==> config.mk <==
export PLATFORM = sky130hd
export DESIGN_NAME = seq_pattern_detector
export DESIGN_NICKNAME = d
export VERILOG_FILES = /design/src/rtl/seq_det_pkg.sv /design/src/rtl/sat_counter.sv /design/src/rtl/seq_pattern_detector.sv
export SDC_FILE = /design/constraint.sdc
export NUM_CORES = 1
export LEC_CHECK = 0
export CAP_MARGIN = 20
export CORE_MARGIN = 2
export CORE_UTILIZATION = 43
export CTS_CLUSTER_DIAMETER = 120
export DETAILED_ROUTE_END_ITERATION = 6
export GPL_ROUTABILITY_DRIVEN = 0
export GPL_TIMING_DRIVEN = 0
export PLACE_DENSITY = 0.8
export SLEW_MARGIN = 30
export SYNTH_ARGS = -nofsm -noshare
export SYNTH_HDL_FRONTEND = slang
export SYNTH_SLANG_ARGS = --single-unit
==> constraint.sdc <==
create_clock -name clk -period 2.6 [get_ports clk]
set_clock_uncertainty 0.2 [all_clocks]
set_input_delay 0.26 -clock clk [delete_from_list [all_inputs] [get_ports clk]]
set_output_delay 0.26 -clock clk [all_outputs]
set_load 0.01 [all_outputs]
==> src/rtl/seq_det_pkg.sv <==
// rtl/seq_det_pkg.sv - shared defaults and helpers for the serial pattern detector
package seq_det_pkg;

    localparam int         DEF_PAT_LEN   = 6;
    localparam logic [5:0] DEF_PAT_RESET = 6'b110011;
    localparam int         DEF_CNT_W     = 8;

    // Bits needed to hold a fill count ranging 0..pat_len inclusive.
    function automatic int fill_width(input int pat_len);
        return $clog2(pat_len + 1);
    endfunction

endpackage

==> src/rtl/sat_counter.sv <==
// rtl/sat_counter.sv - saturating up-counter that sticks at all-ones until reset
module sat_counter #(
    parameter int W = 8
) (
    input  logic         clk,
    input  logic         reset,
    input  logic         inc,
    output logic [W-1:0] cnt,
    output logic         sat
);

    logic [W-1:0] cnt_q;
    logic [W-1:0] cnt_d;

    always_comb begin
        cnt_d = cnt_q;
        if (inc && !sat) begin
            cnt_d = cnt_q + W'(1);
        end
    end

    always_ff @(posedge clk) begin
        if (reset) begin
            cnt_q <= '0;
        end else begin
            cnt_q <= cnt_d;
        end
    end

    assign cnt = cnt_q;
    assign sat = &cnt_q;

endmodule

==> src/rtl/seq_pattern_detector.sv <==
// rtl/seq_pattern_detector.sv - serial bit-pattern detector with loadable pattern and match counter
module seq_pattern_detector
    import seq_det_pkg::*;
#(
    parameter int                 PAT_LEN   = DEF_PAT_LEN,
    parameter logic [PAT_LEN-1:0] PAT_RESET = PAT_LEN'(DEF_PAT_RESET),
    parameter int                 CNT_W     = DEF_CNT_W
) (
    input  logic               clk,
    input  logic               reset,
    input  logic               x,
    input  logic               x_valid,
    input  logic               overlap,
    input  logic               pat_load,
    input  logic [PAT_LEN-1:0] pat_in,
    output logic               z,
    output logic [CNT_W-1:0]   match_cnt,
    output logic               cnt_sat
);

    localparam int             FW       = fill_width(PAT_LEN);
    localparam logic [FW-1:0]  FILL_MAX = FW'(PAT_LEN);

    logic [PAT_LEN-1:0] pat_q,  pat_d;
    logic [PAT_LEN-1:0] hist_q, hist_d;
    logic [FW-1:0]      fill_q, fill_d;
    logic               z_q,    z_d;
    logic [FW-1:0]      fill_inc;
    logic               match;

    always_comb begin
        pat_d    = pat_q;
        hist_d   = hist_q;
        fill_d   = fill_q;
        z_d      = 1'b0;
        match    = 1'b0;
        fill_inc = (fill_q == FILL_MAX) ? FILL_MAX : fill_q + FW'(1);

        if (pat_load) begin
            // A new pattern invalidates history; the bit on x this cycle is dropped.
            pat_d  = pat_in;
            fill_d = '0;
        end else if (x_valid) begin
            hist_d = {hist_q[PAT_LEN-2:0], x};
            match  = (hist_d == pat_q) && (fill_inc == FILL_MAX);
            fill_d = (match && !overlap) ? '0 : fill_inc;
            z_d    = match;
        end
    end

    always_ff @(posedge clk) begin
        if (reset) begin
            pat_q  <= PAT_RESET;
            hist_q <= '0;
            fill_q <= '0;
            z_q    <= 1'b0;
        end else begin
            pat_q  <= pat_d;
            hist_q <= hist_d;
            fill_q <= fill_d;
            z_q    <= z_d;
        end
    end

    sat_counter #(
        .W (CNT_W)
    ) u_match_cnt (
        .clk   (clk),
        .reset (reset),
        .inc   (match),
        .cnt   (match_cnt),
        .sat   (cnt_sat)
    );

    assign z = z_q;

endmodule

==> impl_summary.txt <==
----------------------------------------------------
[Yosys]
  Area share of the largest cell type after synthesis ... 43.0%
  Number of library cell types mapped by synthesis ... 33
  Ys async rst share ... 0%
  Synthesis warning total ... 0
  Sequential share of the synthesized area ... 43.0%
  Dominant combinational cell family by area after synthesis ... simple AND/OR/NAND/NOR gates
  Mux contribution to synthesized area ... 3.74%
  Compound-Gate Fraction of Synth Area ... 16.8%
  Post-Synth Adder-Cell Area ... 3.50%
  Summed instance area of the synthesized netlist ... 1070 µm²
  Number of nets in the synthesized netlist ... 135
  Post-synthesis share of cell area spent on and, or, nand and nor gates ... 24.4%
  Number of flops mapped to enable cells by yosys ... 0
  Mapped Cells ... 120
  Largest area contributor in the netlist ... sky130_fd_sc_hd__dfxtp_1
  Xor and xnor fraction of the mapped netlist area ... 5.72%
  Primary flip-flop cell chosen by synthesis mapping ... sky130_fd_sc_hd__dfxtp_1
  Post-Synthesis Mean Instance Area ... 8.93 µm²
  Most numerous cell types in the synthesized netlist ... sky130_fd_sc_hd__dfxtp_1 (23), sky130_fd_sc_hd__nand2_1 (13), sky130_fd_sc_hd__a21oi_1 (10)
  Library cell with the highest instance count after synthesis ... sky130_fd_sc_hd__dfxtp_1
  #FFs+latches synth ... 23
  Synth top area cells ... sky130_fd_sc_hd__dfxtp_1 (43%), sky130_fd_sc_hd__a21oi_1 (4.7%), sky130_fd_sc_hd__nand2_1 (4.6%), sky130_fd_sc_hd__mux2i_1 (3.7%), sky130_fd_sc_hd__ha_1 (3.5%)

[Timing]
  Time the final worst path needs with I/O delays and setup ... 2520 ps
  Worst hold margin ... 293 ps
  Final Hold Fails ... 0
  Actual slew at the worst max-slew pin ... 520 ps
  RSZ-0062 raised after global routing ... false
  Final critical-path setup slack ... 82.9 ps
  Final setup violation count ... 0
  Max Clk Rate ... 397 MHz
  Slew Limit Fails ... 0
  Worst-case headroom to the max-slew limit ... 65.3%
  Final period utilization ... 96.8%
  TNS Setup ... 0 ps

[Final layout]
  Layout cell share with drive strength beyond 1 ... 12.2%
  Fill cell instance count of the final layout ... 216
  Area occupied by registers ... 463 µm²
  Area occupied by multi-input gates ... 593 µm²
  Ant diodes ... 0
  Layout area overhead ... 28.4%
  Nets@finish ... 163

[Power]
  Highest ir drop seen on vdd ... 376 µV
  Clock Power Share ... 27.8%
  Share of total power in combinational logic ... 10.5%
  Relative contribution of sequential cells to total power ... 61.8%
  Internal power contribution ... 0.455 mW
  Power density of the placed cells ... 432 nW/µm²
  Total design power ... 0.593 mW
  Net switching power figure ... 0.139 mW
  Static Leakage ... 0.486 nW
  Net switching fraction of the power ... 23.4%

[Drt]
  Number of optimization iterations in the first detailed-route pass ... 4
  Number of nets with antenna violations after routing ... 0
  DRC violations left ... 0
  Avg WL per Cell ... 13.1 µm
  Initial DRC count ... 24
  Via count ... 979
  Vias per inst ... 5.53
  Routed wire length ... 2330 µm

[Critical path]
  Slowest library cell on the worst path ... sky130_fd_sc_hd__or4_4
  Worst setup path endpoint ... u_match_cnt.cnt[2]
  CP bufs+invs ... 2
  Path depth of the worst reg2reg path ... 8
  CP delay by family, top ... simple AND/OR/NAND/NOR gates
  Capturing element type of the critical path ... flop
  Source of the critical timing path ... fill_q[0]
  WP data required ... 2650 ps
  Worst r2r src ... fill_q[0]
  Critical R2R Capture ... u_match_cnt.cnt[2]
  Arrival time of data at the critical path endpoint ... 2560 ps
  Stage delay of the slowest cell on the critical path ... 540 ps
  Kind of critical path ... flop to flop
  Worst-path cell chain ... inv_1 > ha_2 > a21oi_2 > or4_4 > or4_4 > buf_6 > or3_1 > a21oi_2
  CP max FO ... 10
  Crit path depth ... 8
  Slack of the worst reg-to-reg path ... 80 ps
  CP startpoint kind ... flop

[Clock network]
  Post-CTS clock slew at the launch and capture registers of the worst setup and hold paths ... 120 ps
  Clock latency on the worst-skew pair ... 310 ps
  Number of buffers created by CTS ... 3
  Clock tree from TritonCTS ... done
  H-tree levels ... 1
  Number of clock sinks ... 23
  Count of hold-fix buffers inserted at cts ... 0
  Longest Clk Path Bufs ... 2
  Clock root buffer ... sky130_fd_sc_hd__clkbuf_4

[GRT]
  Overflow left after global routing ... 0
  Via count of the first global-routing pass ... 875
  Overall routing resource usage ... 18.4%
  Largest net degree at the start of global routing ... 13
  Number of antenna violations at the first check in global routing ... 0
  Global-route wire length before repair ... 3860 µm

[Placed design]
  Port Buf Inserts ... 21
  Placement-stage worst setup slack ... -189 ps
  Post-DP HPWL ... 1740 µm

[Floorplanning]
  Area of the die ... 2910 µm²
  Die X ... 53.9 µm
  Initial Utilization ... 44.4%
  Io pins ... 22
  Core Rows ... 18
  Core footprint ... 2410 µm²
  Y dimension of the die ... 53.9 µm

[Outcome]
  Result of the run ... completed

[Hold path]
  Hold path start ... hist_q[1]
  HP Class ... flop to flop

[Job]
  Max-cap viol count ... 0

----------------------------------------------------
[logic make-up after synthesis]
family	Yosys count
and+or+nand+nor	49
buffers and inverters	6
DFF	23
xor gates and xnor gates	7
muxes	4
AOI/OAI and AO/OA	28
adders and majority gates	3
[placed cells by master (no fill, tap or decap), types with 4 or more instances in the layout]
cell                              netlist  routed
sky130_fd_sc_hd__mux2i_1                4       4
sky130_fd_sc_hd__nor2_1                 9       9
sky130_fd_sc_hd__or3_1                  4       4
sky130_fd_sc_hd__dfxtp_1               23      21
sky130_fd_sc_hd__a211o_1                4       4
sky130_fd_sc_hd__clkdlybuf4s50_1        0      21
sky130_fd_sc_hd__a21oi_1               10       8
sky130_fd_sc_hd__nor2b_1                5       4
sky130_fd_sc_hd__xor2_1                 4       4
sky130_fd_sc_hd__o21ai_0                6       6
sky130_fd_sc_hd__nand2_1               13      13
[stage by stage]
stage | util, % | cell area (µm²) | instances
after floorplan | - | 1070 | 120
after global placement | 54.7 | 1320 | 171
after detailed placement | 54.7 | 1320 | 171
after CTS | 56.5 | 1360 | 176
after global routing | 57.1 | 1380 | 177
final | 57.1 | 1380 | 177
[layout make-up]
class | count | share of cell area, %
Tap cell | 30 | 2.73
Sequential cell | 23 | 33.7
Timing Repair Buffer | 23 | 16.4
Inverter | 2 | 0.546
Multi-Input combinational cell | 91 | 43.1
Clock buffer | 4 | 1.91
Buffer | 4 | 1.64
[state kept, by name (all words and copies together) (netlist names)]
signal / cells
u_match_cnt.cnt: 8
pat_q: 6
hist_q: 5
fill_q: 3
z: 1
[worst min-delay path by stage]
stage	end	slack, ps	depth (start not counted)
6_report	hist_q[2]	290	2
3_5_place_dp	hist_q[1]	280	2
5_1_grt	hist_q[4]	320	2
2_1_floorplan	pat_q[0]	180	1
4_1_cts	hist_q[1]	290	2
3_3_place_gp	hist_q[4]	260	2
[repair_timing]
item | CTS | global route
endpoints found under the setup margin | 4 | 3
cloned | 0 | 0
pin swaps | 2 | 2
setup buffers | 1 | 1
resized for setup | 4 | 2
[worst min-delay path: cells and delay by family (launching register included)]
family / cells / cell delay (ps)
AO/OA/AOI/OAI: 1 / 50
AND/OR/NAND/NOR: 1 / 60
flip-flops: 1 / 350
[power groups by stage]
| stage | Sequential [mW] | Clock, mW | Combinational (mW) |
|---|---|---|---|
| after global routing | 0.367 | 0.182 | 0.0682 |
| after floorplan | 0.373 | 0 | 0.0325 |
| after detailed placement | 0.375 | 0 | 0.0587 |
| after global placement | 0.374 | 0 | 0.0562 |
| after CTS | 0.366 | 0.167 | 0.0613 |
| final | 0.366 | 0.165 | 0.0622 |
[layer usage]
layer | share of wire (%) | vias to the layer above | GRT usage (%)
li1 | - | 487 | -
met1 | 44 | 473 | 22.4
met2 | 52 | 17 | 31.9
met3 | 3.7 | 2 | 3.33
met4 | 0.64 | 0 | 7.26
met5 | 0 | - | 0
No activity file was read; power rests on OpenSTA's default activity.
